[config.mk]
export PLATFORM = sky130hd
export DESIGN_NAME = id_ex_stage
export DESIGN_NICKNAME = d
export VERILOG_FILES = /design/src/rtl/id_ex_stage.sv
export SDC_FILE = /design/constraint.sdc
export NUM_CORES = 1
export LEC_CHECK = 0
export BUFFER_PORTS_ARGS = -buffer_cell sky130_fd_sc_hd__buf_2
export CORE_AREA = 8 8 141 143
export CTS_BUF_LIST = sky130_fd_sc_hd__clkbuf_4
export DETAILED_ROUTE_END_ITERATION = 16
export DIE_AREA = 0 0 149 151
export GPL_ROUTABILITY_DRIVEN = 1
export PLACE_DENSITY = 0.79
export SYNTH_ARGS = -nofsm -noshare
export SYNTH_HDL_FRONTEND = slang
export SYNTH_SLANG_ARGS = --single-unit
[constraint.sdc]
create_clock -name clk -period 7.4 [get_ports clk]
set_input_delay 0 -clock clk [delete_from_list [all_inputs] [get_ports clk]]
set_output_delay 0 -clock clk [all_outputs]
set_load 0.02 [all_outputs]
[src/rtl/id_ex_stage.sv]
// Decode-and-issue stage: field split, operand read with write-back bypass, and the
// ID/EX pipeline register with load-use bubble insertion, flush and downstream stall.
module id_ex_stage #(
  parameter logic [5:0] LOAD_OP = 6'b010111
) (
  input  logic        clk,
  input  logic        rst,
  input  logic        if_valid,
  input  logic [31:0] if_inst,
  input  logic [31:0] if_pc,
  output logic        id_ready,
  input  logic        flush,
  input  logic        ex_stall,
  output logic [4:0]  rf_raddr1,
  output logic [4:0]  rf_raddr2,
  input  logic [31:0] rf_rdata1,
  input  logic [31:0] rf_rdata2,
  input  logic        wb_we,
  input  logic [4:0]  wb_addr,
  input  logic [31:0] wb_data,
  output logic [5:0]  opcode,
  output logic [4:0]  R_type_shamt,
  output logic [20:0] I_type_imm,
  output logic [25:0] J_type_imm,
  output logic [31:0] PC_out,
  output logic [31:0] reg_data1,
  output logic [31:0] reg_data2,
  output logic [2:0]  alu_src,
  output logic        ex_valid,
  output logic [4:0]  ex_rd,
  output logic        ex_is_load
);

  logic [5:0]  dec_op;
  logic [4:0]  rs, rt;
  logic [2:0]  dec_alu;
  logic [4:0]  dec_rd;
  logic        reads_rt;
  logic [31:0] op1, op2;
  logic        hazard;
  logic        load_inst;

  assign dec_op    = if_inst[31:26];
  assign rs        = if_inst[25:21];
  assign rt        = if_inst[20:16];
  assign rf_raddr1 = rs;
  assign rf_raddr2 = rt;

  always_comb begin
    dec_alu  = 3'b100;
    dec_rd   = 5'd0;
    reads_rt = 1'b0;
    case (dec_op[5:3])
      3'b000: begin
        dec_alu  = 3'b000;
        dec_rd   = if_inst[15:11];
        reads_rt = 1'b1;
      end
      3'b001: begin
        dec_alu = 3'b010;
        dec_rd  = if_inst[15:11];
      end
      3'b010: begin
        dec_alu = 3'b001;
        dec_rd  = rt;
      end
      3'b011: dec_alu = 3'b011;
      3'b100: begin
        dec_alu  = 3'b000;
        reads_rt = 1'b1;
      end
      default: dec_alu = 3'b100;
    endcase
  end

  // Register 0 is hardwired to zero, so it is never bypassed.
  assign op1 = (rs == 5'd0) ? 32'd0 : (wb_we && wb_addr == rs) ? wb_data : rf_rdata1;
  assign op2 = (rt == 5'd0) ? 32'd0 : (wb_we && wb_addr == rt) ? wb_data : rf_rdata2;

  assign hazard = ex_valid && ex_is_load && (ex_rd != 5'd0) && if_valid &&
                  ((ex_rd == rs) || (reads_rt && ex_rd == rt));

  assign id_ready  = flush || (!ex_stall && !hazard);
  assign load_inst = !flush && !ex_stall && !hazard && if_valid;

  // Every path except a stall rewrites ID/EX: either the decoded instruction or a bubble.
  always_ff @(posedge clk or posedge rst) begin
    if (rst) begin
      opcode       <= '0;
      R_type_shamt <= '0;
      I_type_imm   <= '0;
      J_type_imm   <= '0;
      PC_out       <= '0;
      reg_data1    <= '0;
      reg_data2    <= '0;
      alu_src      <= '0;
      ex_valid     <= 1'b0;
      ex_rd        <= '0;
      ex_is_load   <= 1'b0;
    end else if (flush || !ex_stall) begin
      if (load_inst) begin
        opcode       <= dec_op;
        R_type_shamt <= if_inst[10:6];
        I_type_imm   <= if_inst[20:0];
        J_type_imm   <= if_inst[25:0];
        PC_out       <= if_pc;
        reg_data1    <= op1;
        reg_data2    <= op2;
        alu_src      <= dec_alu;
        ex_valid     <= 1'b1;
        ex_rd        <= dec_rd;
        ex_is_load   <= (dec_op == LOAD_OP);
      end else begin
        opcode       <= '0;
        R_type_shamt <= '0;
        I_type_imm   <= '0;
        J_type_imm   <= '0;
        PC_out       <= '0;
        reg_data1    <= '0;
        reg_data2    <= '0;
        alu_src      <= '0;
        ex_valid     <= 1'b0;
        ex_rd        <= '0;
        ex_is_load   <= 1'b0;
      end
    end
  end

endmodule
==> flow_summary.ini, run 1 <==
[status]
status = finished, final reports clean

[detailed_routing]
post_drt_wl_per_cell_um = 20.50
vias = 6655
antenna_left = 0
drcViolationCount = 0
first_pass_iters = 5
drt_iter0_markers = 308
finalWirelength_um = 26430
viasPerCell = 5.163

[clock_tree]
post-cts-setup-buffer-count = 0
clockBufferDepth = 2
clock-sinks = 138
numCtsBuffers = 17
root_buffer = clkbuf_4
cts_max_level = 4
path_clk_slew_ns = 0.12
cts_resized = 0
ctsHoldBuffers = 198
cts_tree = done
clk_latency_ns = 0.53

[floorplan]
initial_core_util_pct = 38.27
design.core.area_sq_um = 17660
die_w_um = 149
io_pins = 346
fp-row-count = 49
die_area_sq_um = 22500
die_h_um = 151

[worst_hold_path]
hp-class = in2async

[sta]
period_needed_ns = 2.820
setup_tns_ns = 0
worstMarginPinSlew_ns = 1.127
hold_ws_ns = 0.09445
final-setup-viol-count = 0
rsz0062_at_grt = no
fin_skew_ns = 0.02047
finalCritPeriodShare_pct = 38.11
slew_headroom_pct = 24.89
fin_ws_ns = 4.580
slew_viol_final = 0
fmax_ghz = 0.3546
hold_viol_final = 0

[worst_setup_path]
worst_ep_arrival_time_ns = 3.24
cp_common_cell = dlygate4sd3_1
worstReg2RegStart = ex_rd[0]$_DFFE_PP0P_
cp_max_fo = 32
worstReg2RegEnd = reg_data1[30]$_DFFE_PP0P_
crit_end = reg_data2[24]$_DFFE_PP0P_
cp_slowest_cell = and3_2
crit_required_ns = 7.82
startpoint_type = input port
rr_worst_depth = 5
max_stage_delay_ns = 0.97
cp_cell_sequence = dlygate4sd3_1, buf_2, xor2_1, nor4_1, and3_2, mux2i_1, dlygate4sd3_1, o31ai_2
critPathKind = in2reg
cp-end-kind = flip-flop
crit_start = if_inst[18]
r2r_slack_ns = 4.91

[finish]
final_util_pct = 60.22
nNetsFinal = 1213
area_delta_synth_final_pct = 57.37
drive_above_1_share_pct = 42.94

[global_route]
overflow = 0
grt_max_degree = 87
grt_usage_pct = 22.68
grt_pass1_vias = 7275
antenna_found_initial = 2
grt_pass1_wl_um = 39820

[logic_synthesis]
synthCells = 551
yosysMostFrequentCell = dfrtp_1
synth_edf_count = 0
synth_warnings = 0
synth_top_area_cell = dfrtp_1
synth_common_cells = 138 x dfrtp_1, 76 x nand2_1, 64 x mux2i_1, 63 x a22o_1, 60 x o31ai_2
synth_nets = 722
syn_area_per_cell_sq_um = 12.26
synth_area_sq_um = 6756
synth_seq_area_share_pct = 51.11
synth.top_cell.area_share_pct = 51.11
synth_ff_type = dfrtp_1
ys_types = 33
synth-seq-cells = 138
async_flop_share_pct = 100.0
synthTopCellsByArea = dfrtp_1 51%, o31ai_2 11%, mux2i_1 9.5%

[pwr]
power_density_nw_per_um2 = 163.9
leakage_uw = 0.005314
peakVddDrop_mv = 0.1521

[placement]
dp_slack_ns = 4.974
hpwl_um = 15600
io_buffers = 345
gp_congestion = 0.8164

[flow_run]
maxCapViolCount = 0
## stage by stage
step	instances	instance area (sq um)	total power [uW]
6_report	1289	10630	1743
2_1_floorplan	551	6756	968.4
4_1_cts	1284	10620	1745
3_5_place_dp	1054	8299	1076
3_3_place_gp	1054	8299	1071
5_1_grt	1286	10630	1813
## cell families (layout without fill, tap and decap cells)
logic type / after synthesis / in the layout / synth area share, %
buffers and inverters: 80 / 584 / 8.555
and+or+nand+nor: 100 / 100 / 6.426
DFF: 138 / 138 / 51.11
xor gates and xnor gates: 20 / 20 / 2.593
other: 0 / 5 / 0
AOI/OAI and AO/OA: 149 / 149 / 21.83
muxes: 64 / 64 / 9.481
## layout make-up
class                      count  area [sq um]
tap                          229         286.5
clock buffer                  17         127.6
clock inverter                15         211.5
inverter                       2         12.51
fill                        1350          7024
sequential                   138          3453
timing repair buffer         550          3761
multi-input combinational    333          2768
antenna                        5         12.51
## report_power, final
group	internal (uW)	switching, uW	total (uW)	leakage [uW]
clock	276	310	586	0.000174
combinational	169	186	355	0.00326
sequential	782	19.2	801	0.00188
## layout by cell type, fill, tap and decap left out, types with 2 or more instances in the layout
cell type	netlist	routed
clkinv_4	0	2
o31ai_2	60	60
clkinvlp_4	0	2
nor2_1	4	2
nand3_1	2	2
a22o_1	63	63
nand2_1	76	76
a32o_1	2	2
buf_2	9	345
or4_1	2	2
buf_4	38	7
xnor2_1	13	13
nand4_1	3	3
clkbuf_4	0	17
o31ai_1	3	3
dfrtp_1	138	138
o21ai_1	8	8
nor2b_1	7	6
nor2_4	0	2
a21oi_1	8	7
xor2_1	7	7
dlygate4sd3_1	0	198
bufinv_16	0	4
mux2i_1	64	64
diode_2	0	5
inv_6	0	6
## layer usage
metal / share of wire, % / track usage, %
met1: 36 / 23.83
met2: 52 / 39.95
met3: 7.0 / 6.483
met4: 4.8 / 13.43
met5: 0 / 0
## critical path, delay by kind of cell
kind                      cells  cell delay, ns
AOI/OAI and AO/OA             1            0.19
xor gates and xnor gates      1            0.18
buffers and inverters         3            1.36
muxes                         1            0.22
and+or+nand+nor               2            1.25
## how the worst min path moves through the flow
stage / to / slack (ns) / start
finish: reg_data1[25]$_DFFE_PP0P_ / 0.09 / rst
floorplan: rf_raddr1[0] / 0.11 / if_inst[21]
global route: ex_rd[4]$_DFFE_PP0P_ / 0.07 / if_valid
CTS: ex_rd[4]$_DFFE_PP0P_ / 0.06 / if_valid
global placement: reg_data1[25]$_DFFE_PP0P_ / 0.11 / rst
detailed placement: reg_data1[25]$_DFFE_PP0P_ / 0.12 / rst
## flip-flops by register name (all words and copies together), names as in the netlist
register and cells:
reg_data2 32, reg_data1 32, PC_out 32, alu_src 3, J_type_imm 6, ex_valid 1
ex_is_load 1, ex_rd 5, opcode 6, I_type_imm 16, R_type_shamt 4
Note: power is estimated with default switching activity, not from simulation.
==> run 2: changes to the inputs <==
Settings changed: ABC_AREA set to 1, CORE_AREA 8 8 141 143 to 8 8 153 155, DIE_AREA 0 0 149 151 to 0 0 161 163.
Clock period 7.4 ns to 2.4 ns, I/O delays scaled along.
==> run 2 against run 1 <==
  * Final area increased by 14%
  * Worst hold slack improved by 0.056 ns
  * Non-clock buffer count increased by 26
  * Critical path depth unchanged
  * Register-to-register slack got worse by 4.6 ns
  * Largest cell class unchanged
==> flow_summary.ini, run 2 <==
[logic_synthesis]
synthTopCellsByArea = dfrtp_1 43%, nand4_1 10%, nand2_1 8.4%
synth_ff_type = dfrtp_1
synth_seq_area_share_pct = 42.92
synth_top_area_cell = dfrtp_1
synth-seq-cells = 138
ys_types = 26
synth_area_sq_um = 8046
synth_nets = 1241
yosysMostFrequentCell = nand2_1
synth.top_cell.area_share_pct = 42.92
synth_common_cells = 181 x nand2_1, 178 x inv_1, 138 x dfrtp_1, 133 x nand3_1, 132 x nand4_1
synth_warnings = 0
async_flop_share_pct = 100.0
synthCells = 1070
synth_edf_count = 0
syn_area_per_cell_sq_um = 7.520

[detailed_routing]
vias = 9870
first_pass_iters = 7
finalWirelength_um = 35220
drt_iter0_markers = 1260
post_drt_wl_per_cell_um = 19.10
viasPerCell = 5.352
drcViolationCount = 0
antenna_left = 0

[global_route]
met2_usage_pct = 42.97
grt_usage_pct = 25.80
grt_pass1_vias = 9921
use_met3_pct = 7.179
grt_max_degree = 139
grt_pass1_wl_um = 54860
grtUsageMet1_pct = 30.72
top_usage_layer = met2
antenna_found_initial = 4
overflow = 0

[finish]
drive_above_1_share_pct = 27.02
final_util_pct = 58.16
nNetsFinal = 1720
final_common_cell = buf_2
top_regs = PC_out (32), reg_data1 (32), reg_data2 (32)
n_fill_cell = 1709
most-common-layout-cells = 345 x buf_2, 209 x dlygate4sd3_1, 180 x nand2_1, 177 x inv_1, 138 x dfrtp_1
area_delta_synth_final_pct = 50.51

[floorplan]
die_h_um = 163
io_pins = 346
die_area_sq_um = 26240
initial_core_util_pct = 38.64
die_w_um = 161
fp-row-count = 53
design.core.area_sq_um = 20820

[clock_tree]
clockBufferDepth = 2
clock-sinks = 138
clk_latency_ns = 0.55
path_clk_slew_ns = 0.16
cts_tree = done
numCtsBuffers = 17
root_buffer = clkbuf_4
cts_max_level = 4

[sta]
period_needed_ns = 2.221
slew_headroom_pct = 42.52
finalCritPeriodShare_pct = 92.54
fin_ws_ns = 0.1791
setup_tns_ns = 0
fin_skew_ns = 0.03592
rsz0062_at_grt = no
final-setup-viol-count = 0
fmax_ghz = 0.4503
hold_viol_final = 0
hold_ws_ns = 0.1509
worstMarginPinSlew_ns = 0.8622
slew_viol_final = 0

[pwr]
p_total_uw = 5444
peakVddDrop_mv = 0.2424
leakage_uw = 0.006791
power_density_nw_per_um2 = 449.5

[worst_setup_path]
worstReg2RegStart = ex_rd[4]$_DFFE_PP0P_
crit_start = flush
crit_required_ns = 2.87
worstReg2RegEnd = ex_is_load$_DFFE_PP0P_
worst_ep_arrival_time_ns = 2.69
critPathKind = in2reg
cp_max_fo = 21
startpoint_type = input port
r2r_slack_ns = 0.27
cp-end-kind = flip-flop
rr_worst_depth = 10

[status]
status = finished, final reports clean

[worst_hold_path]
hp-class = in2async

[placement]
dp_slack_ns = 0.6669
hpwl_um = 21300
gp_congestion = 0.8735
io_buffers = 345

[flow_run]
maxCapViolCount = 0
[run 2: changes by cell type in the layout (fill, tap and decap cells not counted), moves of 12 or more]
| cell | delta |
|---|---|
| inv_1 | +176 |
| nand3_1 | +131 |
| nand4_1 | +129 |
| nand2_1 | +104 |
| nor2_1 | +82 |
| o21bai_1 | +72 |
| mux2i_1 | -64 |
| a22o_1 | -63 |
| o31ai_2 | -60 |
| xnor2_1 | -12 |
[run 2: through the flow]
step | instance area, sq um | instances
2_1_floorplan | 8050 | 1070
3_3_place_gp | 9683 | 1595
3_5_place_dp | 9683 | 1595
4_1_cts | 12060 | 1836
5_1_grt | 12100 | 1840
6_report | 12110 | 1844
[run 2: how the worst max path moves through the flow]
stage                                endpoint  cells after the start
floorplan           I_type_imm[0]$_DFFE_PP0P_                      1
global placement    reg_data2[18]$_DFFE_PP0P_                      8
detailed placement  reg_data2[17]$_DFFE_PP0P_                      8
CTS                                  id_ready                      9
global route                         id_ready                     11
finish                 ex_is_load$_DFFE_PP0P_                      8
[run 2: final cells by class]
class,instances,area [sq um],share of cell area [%]
timing repair buffer,576,4064,33.56
antenna,7,17.52,0.1446
clock inverter,14,145.1,1.198
multi-input combinational,628,3242,26.77
inverter,188,709.4,5.858
sequential,138,3453,28.52
tap,275,344.1,2.841
clock buffer,18,135.1,1.116
[run 2: worst max-delay path, stage by stage]
cell and delay, ns:
dlygate4sd3_1 0.53, buf_2 0.15, nor2_4 0.09, dlygate4sd3_1 0.57
buf_4 0.25, nand3_4 0.31, o21bai_1 0.22, dlygate4sd3_1 0.57
[run 2: where the power goes]
group	switching (uW)	internal, uW	total (uW)
sequential	59.1	2410	2470
clock	964	635	1600
combinational	796	578	1370
total	1820	3620	5440
[run 2: metal layers]
metal / wire (um) / share of wire [%]
met1: 13300 / 38
met2: 16740 / 48
met3: 3925 / 11
met4: 1245 / 3.5
met5: 10 / 0.028
[run 2: cell families after synthesis]
kind of cell | Yosys count | synth area share, %
buf+inv | 304 | 17.17
flops | 138 | 42.92
compound gates | 84 | 7.666
xor+xnor | 1 | 0.1089
simple gates | 543 | 32.14
[run 2: timing repair]
action | CTS | global route
endpoints found under the setup margin | 0 | 5
endpoints found under the hold margin | 276 | 0
gates resized for setup | 0 | 2
setup buffers | 0 | 0
hold buffers | 209 | 0
